===== src/rtl/pc_unit_if.sv =====
// Fetch-control bundle between the pipeline control side (master) and the
// program-counter unit (slave).
interface pc_unit_if #(
  parameter int unsigned WIDTH = 16
);
  logic             hit;
  logic             stall;
  logic             redirect;
  logic [WIDTH-1:0] redirectAddr;
  logic             call;
  logic             ret;
  logic [WIDTH-1:0] currentInst;
  logic             pendValid;
  logic             rasEmpty;
  logic             rasFull;

  modport master (
    output hit, stall, redirect, redirectAddr, call, ret,
    input  currentInst, pendValid, rasEmpty, rasFull
  );

  modport slave (
    input  hit, stall, redirect, redirectAddr, call, ret,
    output currentInst, pendValid, rasEmpty, rasFull
  );
endinterface


===== src/rtl/pc_unit.sv =====
// Program counter for the MIPS fetch stage with buffered redirects.
// Define PC_RAS_EN to build the optional circular return-address stack.
module pc_unit #(
  parameter int unsigned      WIDTH     = 16,
  parameter logic [WIDTH-1:0] RESET_VEC = '0,
  parameter int unsigned      INC       = 1,
  parameter int unsigned      RAS_DEPTH = 4
) (
  input logic      clk,
  input logic      rst,
  pc_unit_if.slave bus
);
  localparam logic [WIDTH-1:0] IncVal = WIDTH'(INC);

  logic             adv;
  logic [WIDTH-1:0] seqAddr;
  logic [WIDTH-1:0] pc_q, pc_d;
  logic [WIDTH-1:0] pend_q, pend_d;
  logic             pendValid_q, pendValid_d;
  logic             retTake;
  logic [WIDTH-1:0] rasTop;
  logic             rasEmpty;
  logic             rasFull;

  assign adv     = bus.hit & ~bus.stall;
  assign seqAddr = pc_q + IncVal;

`ifdef PC_RAS_EN
  localparam int unsigned PtrW = $clog2(RAS_DEPTH);
  localparam int unsigned CntW = PtrW + 1;

  logic [WIDTH-1:0] ras_q [RAS_DEPTH];
  logic [PtrW-1:0]  ptr_q, ptr_d;
  logic [PtrW-1:0]  topIdx;
  logic [CntW-1:0]  cnt_q, cnt_d;

  // ptr_q is the next free slot; once full it also points at the oldest entry
  assign topIdx   = ptr_q - 1'b1;
  assign rasTop   = ras_q[topIdx];
  assign rasEmpty = (cnt_q == '0);
  assign rasFull  = (cnt_q == CntW'(RAS_DEPTH));
  assign retTake  = adv & bus.ret & ~bus.redirect & ~pendValid_q & ~rasEmpty;

  always_comb begin
    ptr_d = ptr_q;
    cnt_d = cnt_q;
    if (adv) begin
      unique case ({bus.call, retTake})
        2'b10: begin
          ptr_d = ptr_q + 1'b1;
          cnt_d = rasFull ? cnt_q : cnt_q + 1'b1;
        end
        2'b01: begin
          ptr_d = topIdx;
          cnt_d = cnt_q - 1'b1;
        end
        default: ;
      endcase
    end
  end

  // call+ret replaces the top entry in place, so the write lands on topIdx
  always_ff @(posedge clk) begin
    if (adv && bus.call) begin
      ras_q[retTake ? topIdx : ptr_q] <= seqAddr;
    end
  end

  always_ff @(posedge clk) begin
    if (rst) begin
      ptr_q <= '0;
      cnt_q <= '0;
    end else begin
      ptr_q <= ptr_d;
      cnt_q <= cnt_d;
    end
  end
`else
  assign rasTop   = '0;
  assign rasEmpty = 1'b1;
  assign rasFull  = 1'b0;
  assign retTake  = 1'b0;
`endif

  always_comb begin
    pc_d        = pc_q;
    pend_d      = pend_q;
    pendValid_d = pendValid_q;
    if (adv) begin
      if (bus.redirect) begin
        pc_d        = bus.redirectAddr;
        pendValid_d = 1'b0;
      end else if (pendValid_q) begin
        pc_d        = pend_q;
        pendValid_d = 1'b0;
      end else if (retTake) begin
        pc_d = rasTop;
      end else begin
        pc_d = seqAddr;
      end
    end else if (bus.redirect) begin
      pend_d      = bus.redirectAddr;
      pendValid_d = 1'b1;
    end
  end

  always_ff @(posedge clk) begin
    if (rst) begin
      pc_q        <= RESET_VEC;
      pend_q      <= '0;
      pendValid_q <= 1'b0;
    end else begin
      pc_q        <= pc_d;
      pend_q      <= pend_d;
      pendValid_q <= pendValid_d;
    end
  end

  assign bus.currentInst = pc_q;
  assign bus.pendValid   = pendValid_q;
  assign bus.rasEmpty    = rasEmpty;
  assign bus.rasFull     = rasFull;
endmodule


===== src/flat_wrapper.sv =====
// flat-port wrapper written by rule: the top's interface ports become plain ports
module pc_unit_flat 
#(
  parameter int unsigned      WIDTH     = 16,
  parameter logic [WIDTH-1:0] RESET_VEC = '0,
  parameter int unsigned      INC       = 1,
  parameter int unsigned      RAS_DEPTH = 4
)
  (clk, rst, bus_hit, bus_stall, bus_redirect, bus_redirectAddr, bus_call, bus_ret, bus_currentInst, bus_pendValid, bus_rasEmpty, bus_rasFull);
  pc_unit_if #(.WIDTH(WIDTH)) bus_i ();
  input logic clk;
  input logic rst;
  input wire logic [$bits(bus_i.hit)-1:0] bus_hit;
  input wire logic [$bits(bus_i.stall)-1:0] bus_stall;
  input wire logic [$bits(bus_i.redirect)-1:0] bus_redirect;
  input wire logic [$bits(bus_i.redirectAddr)-1:0] bus_redirectAddr;
  input wire logic [$bits(bus_i.call)-1:0] bus_call;
  input wire logic [$bits(bus_i.ret)-1:0] bus_ret;
  output wire logic [$bits(bus_i.currentInst)-1:0] bus_currentInst;
  output wire logic [$bits(bus_i.pendValid)-1:0] bus_pendValid;
  output wire logic [$bits(bus_i.rasEmpty)-1:0] bus_rasEmpty;
  output wire logic [$bits(bus_i.rasFull)-1:0] bus_rasFull;
  assign bus_i.hit = bus_hit;
  assign bus_i.stall = bus_stall;
  assign bus_i.redirect = bus_redirect;
  assign bus_i.redirectAddr = bus_redirectAddr;
  assign bus_i.call = bus_call;
  assign bus_i.ret = bus_ret;
  assign bus_currentInst = bus_i.currentInst;
  assign bus_pendValid = bus_i.pendValid;
  assign bus_rasEmpty = bus_i.rasEmpty;
  assign bus_rasFull = bus_i.rasFull;
  pc_unit #(.WIDTH(WIDTH), .RESET_VEC(RESET_VEC), .INC(INC), .RAS_DEPTH(RAS_DEPTH)) u_core (.clk(clk), .rst(rst), .bus(bus_i));
endmodule

===== config.mk =====
export PLATFORM = sky130hd
export DESIGN_NAME = pc_unit_flat
export DESIGN_NICKNAME = d
export VERILOG_FILES = /design/src/rtl/pc_unit_if.sv /design/src/rtl/pc_unit.sv /design/src/flat_wrapper.sv
export SDC_FILE = /design/constraint.sdc
export NUM_CORES = 1
export LEC_CHECK = 0
export ABC_CLOCK_PERIOD_IN_PS = 1650
export CORE_MARGIN = 2
export CORE_UTILIZATION = 45
export DETAILED_ROUTE_END_ITERATION = 8
export PLACE_DENSITY = 0.81
export SETUP_SLACK_MARGIN = 0.02
export SLEW_MARGIN = 20
export SYNTH_ARGS = -nofsm -noshare
export SYNTH_HDL_FRONTEND = slang
export SYNTH_SLANG_ARGS = --single-unit

===== constraint.sdc =====
create_clock -name clk -period 1.65 [get_ports clk]
set_input_delay 0.4125 -clock clk [delete_from_list [all_inputs] [get_ports clk]]
set_output_delay 0.4125 -clock clk [all_outputs]
set_load 0.02 [all_outputs]

==> summary by stage <==
Drt
The detail route stage leaves a number of antenna-violating nets equal to 0. After the first detailed-routing iteration, the DRC count stood at ~270. The per-cell routed wire length is between 10 and 15 µm. The final route contains 2023 vias. The iteration count of the initial detailed-routing pass is 4.

The post-detailed-routing wire length is between 5 and 6 mm. The per-cell via count in the routed design is ~5.6. After detailed routing, the number of remaining DRC violations is 0.

GRT
For this run the aggregate overflow at the end of global routing stands at 0. The wire length of the first global-routing pass is around 8.5 mm. The initial antenna violation count is 0.

The number of global-route vias before repair was roughly 1900. The total track usage is ~25%. The pin count of the biggest net entering global routing is 20.

Power
The total power draw is around 1.9 mW. The worst IR drop on VDD is 0.542 mV. Power spread over the standard cell area amounts to 714 mW/mm². The leakage power summed over all cells is between 1 and 1.5 nW.

Setup path
By instance count, the cell type seen most on the critical path is sky130_fd_sc_hd__buf_4. The required arrival time at the worst endpoint is approximately 1.8 ns. STA classifies the critical path endpoint as a register. In this run the worst path has a maximum fanout of 7. The critical path in this run is classified as reg2reg.

The delay contributed by the slowest stage of the critical path is around 0.36 ns. The cell with the largest stage delay on the worst path is sky130_fd_sc_hd__dfxtp_4. The arrival time at the worst endpoint is ~1.8 ns. The critical path goes through buf_4 -> nand4_1 -> buf_4 -> nor4_1 -> xnor2_1 -> o22ai_1. The kind of start point of the critical path is a register.

CTS
The tree is rooted in a sky130_fd_sc_hd__clkbuf_8. Clock latency on the worst-skew pair, taken at its later pin, is around 0.29 ns. The clock sink total is 33. In this run, CTS created clock tree buffers numbering 5. The maximum buffer depth of the clock tree is 2.

Buffers inserted to repair hold after CTS numbered 0. The H-tree was split into 2 levels. TritonCTS built the clock tree. The clock slew seen by the registers of the worst setup and hold paths is about 0.070 ns.

Layout
The library cell used most frequently in the layout, excluding fill and tap cells, is sky130_fd_sc_hd__nand2_1. The number of nets in the layout is ~340. Leaving out fill and tap cells, the most frequent cells in the layout are sky130_fd_sc_hd__nand2_1, sky130_fd_sc_hd__buf_4, sky130_fd_sc_hd__a21oi_1, sky130_fd_sc_hd__dfxtp_1, sky130_fd_sc_hd__clkdlybuf4s50_1. The number of antenna diodes in the final layout is 0. Once layout is complete, the utilization of the core stands at ~66%. The post-layout instance count excluding filler cells is between 300 and 400. The layout-stage area growth over the synthesis result is 42.7%. The cell area after layout is 0.00262 mm². The fraction of final layout cells sized beyond drive strength 1 is a little over 20%.

Die
The initialized floorplan defines 23 standard-cell rows. The die covers 0.00461 mm². The count of pins on the block boundary is 42. The die outline height is around 68 µm. The core area is between 0.003 and 0.004 mm². For this configuration, the core starts out at a cell density of 46.3%. In this run the horizontal extent of the chip is around 68 µm.

Logic synthesis
Yosys printed 0 warnings. The mean cell area of the mapped netlist is between 7 and 8 µm². The synthesized design spends more area on one cell type than any other, namely sky130_fd_sc_hd__dfxtp_1. The synthesized design contains 0 enable-type register cells. The cell area after technology mapping is approximately 0.0018 mm². Summing the sequential cell areas from Yosys gives roughly 36% of the chip area. The net count of the mapped netlist is roughly 270.

Counting every instance in the synthesized netlist gives 245. In the synthesized netlist the async set-or-reset flop fraction comes to 0%. After synthesis, the largest area contributor takes up between 30% and 40% of total cell area.

For this run, the leading register cell type out of synthesis is sky130_fd_sc_hd__dfxtp_1. The number of storage elements in the synthesis netlist is 33. Ranked by total cell area, the synthesized netlist is headed by sky130_fd_sc_hd__dfxtp_1, sky130_fd_sc_hd__nand2_1, sky130_fd_sc_hd__a21oi_1, sky130_fd_sc_hd__o21ai_0, sky130_fd_sc_hd__nor2_1.

Synthesis instantiated 48 different standard cells from the library.

Placed design
The placed wire-length estimate is 3.78 mm. The routability-driven placement congestion ratio is between 0.9 and 1. The number of buffers inserted by port buffering is 37. Timing analysis after detailed placement gives a worst setup slack of -0.317 ns.

Once placement finished, the instance area stood at about 0.0025 mm². The number of cells in the design after placement is about 350.

Timing
The number of hold-slack violations in the final timing report was 0. The setup TNS is 0 ns. After layout, the worst setup slack is around 0.019 ns. The timing-limited maximum frequency is just over 600 MHz. Setup repair after global routing could not meet its margin everywhere. The time the final worst path needs with I/O delays and setup is around 1.6 ns. For the final database, setup skew stands at slightly below 0.01 ns. Setup violations remaining at the end of the flow were counted as 0. After layout, the worst path uses approximately 99% of the clock period. The final hold slack is 0.455 ns. The number of pins exceeding their max-slew limit in the final report is 0.

Min path
The worst hold path belongs to the class reg2reg.

Run status
The flow ran to the end, and the final reports show no timing, DRC or antenna violations.

Flow run
Max-cap violations in this run came to 0.
-- synthesized netlist by cell type (2+ instances only) --
cell,number
sky130_fd_sc_hd__buf_2,5
sky130_fd_sc_hd__nor3b_1,2
sky130_fd_sc_hd__o211ai_1,3
sky130_fd_sc_hd__and3_1,2
sky130_fd_sc_hd__inv_1,9
sky130_fd_sc_hd__o21ai_0,17
sky130_fd_sc_hd__nor4b_1,3
sky130_fd_sc_hd__conb_1,2
sky130_fd_sc_hd__o31ai_1,2
sky130_fd_sc_hd__o22ai_1,4
sky130_fd_sc_hd__mux2i_1,3
sky130_fd_sc_hd__nand4_1,3
sky130_fd_sc_hd__xnor2_1,4
sky130_fd_sc_hd__nand2_1,50
sky130_fd_sc_hd__nor3_1,5
sky130_fd_sc_hd__a21oi_1,31
sky130_fd_sc_hd__buf_4,4
sky130_fd_sc_hd__a311oi_1,2
sky130_fd_sc_hd__nand3_1,5
sky130_fd_sc_hd__a211oi_1,3
sky130_fd_sc_hd__nor2b_1,2
sky130_fd_sc_hd__a211o_1,2
sky130_fd_sc_hd__nand3b_1,2
sky130_fd_sc_hd__a22oi_1,3
sky130_fd_sc_hd__dfxtp_1,33
sky130_fd_sc_hd__buf_6,2
sky130_fd_sc_hd__nor4_1,5
sky130_fd_sc_hd__a221o_1,2
sky130_fd_sc_hd__clkbuf_1,5
sky130_fd_sc_hd__nor2_1,12
-- worst max-delay path: cells and delay by family, from the launching register on --
| kind | cells | cell delay, ns |
|---|---|---|
| compound gates | 1 | 0.08 |
| xor+xnor | 1 | 0.17 |
| buf+inv | 2 | 0.39 |
| flops | 1 | 0.36 |
| simple gates | 2 | 0.52 |
-- registers in the layout, summed over array words and instances (netlist names) --
signal                  flops
u_core.bus.pendValid        1
u_core.bus.currentInst     16
u_core.pend_q              16
-- final cells by class --
cell class / instances / area (µm²)
Fill cell: 339 / 1350
Multi-Input combinational cell: 184 / 1110
Sequential cell: 33 / 667
Timing Repair Buffer: 77 / 664
Clock buffer: 6 / 72.6
Tap cell: 50 / 62.6
Inverter: 10 / 37.5
Clock inverter: 1 / 5.00
-- cell families (layout without fill, tap and decap cells) --
kind of cell / count (synthesis) / count (layout) / share of synthesized area (%)
AOI/OAI and AO/OA: 78 / 78 / 26.3
xor gates and xnor gates: 4 / 4 / 1.91
adders and majority gates: 1 / 1 / 0.681
buffers and inverters: 28 / 94 / 7.76
DFF: 33 / 33 / 35.9
muxes: 3 / 3 / 1.63
other: 2 / 2 / 0.409
and+or+nand+nor: 96 / 96 / 25.3
-- metal layers --
| layer | GRT usage, % | vias to the layer above | share of wire (%) |
|---|---|---|---|
| met4 | 10.8 | 0 | 2.2 |
| met5 | 0 | - | 0 |
| li1 | - | 999 | - |
| met2 | 37.6 | 68 | 48 |
| met1 | 33.2 | 943 | 44 |
| met3 | 5.26 | 13 | 5.3 |
-- where the power goes --
| group | switching [mW] | internal [mW] | leakage [nW] |
|---|---|---|---|
| sequential | 0.0394 | 0.842 | 0.272 |
| clock | 0.295 | 0.286 | 0.0410 |
| combinational | 0.218 | 0.192 | 0.745 |
-- what timing repair did --
item                                    CTS  global route
buffers inserted                          0             2
endpoints found under the setup margin   19            13
cloned                                    0             0
pin swaps                                 2             8
gates resized for setup                  21             9
-- final timing paths --
check	start	end	slack [ns]	depth (start not counted)
hold / removal	u_core.pend_q[6]	u_core.pend_q[6]	0.45	2
setup reg to reg	u_core.bus.currentInst[0]	u_core.bus.currentInst[13]	0.02	6
hold reg to reg	u_core.pend_q[6]	u_core.pend_q[6]	0.45	2
setup / recovery	u_core.bus.currentInst[0]	u_core.bus.currentInst[13]	0.02	6
No activity file was read; power rests on OpenSTA's default activity.
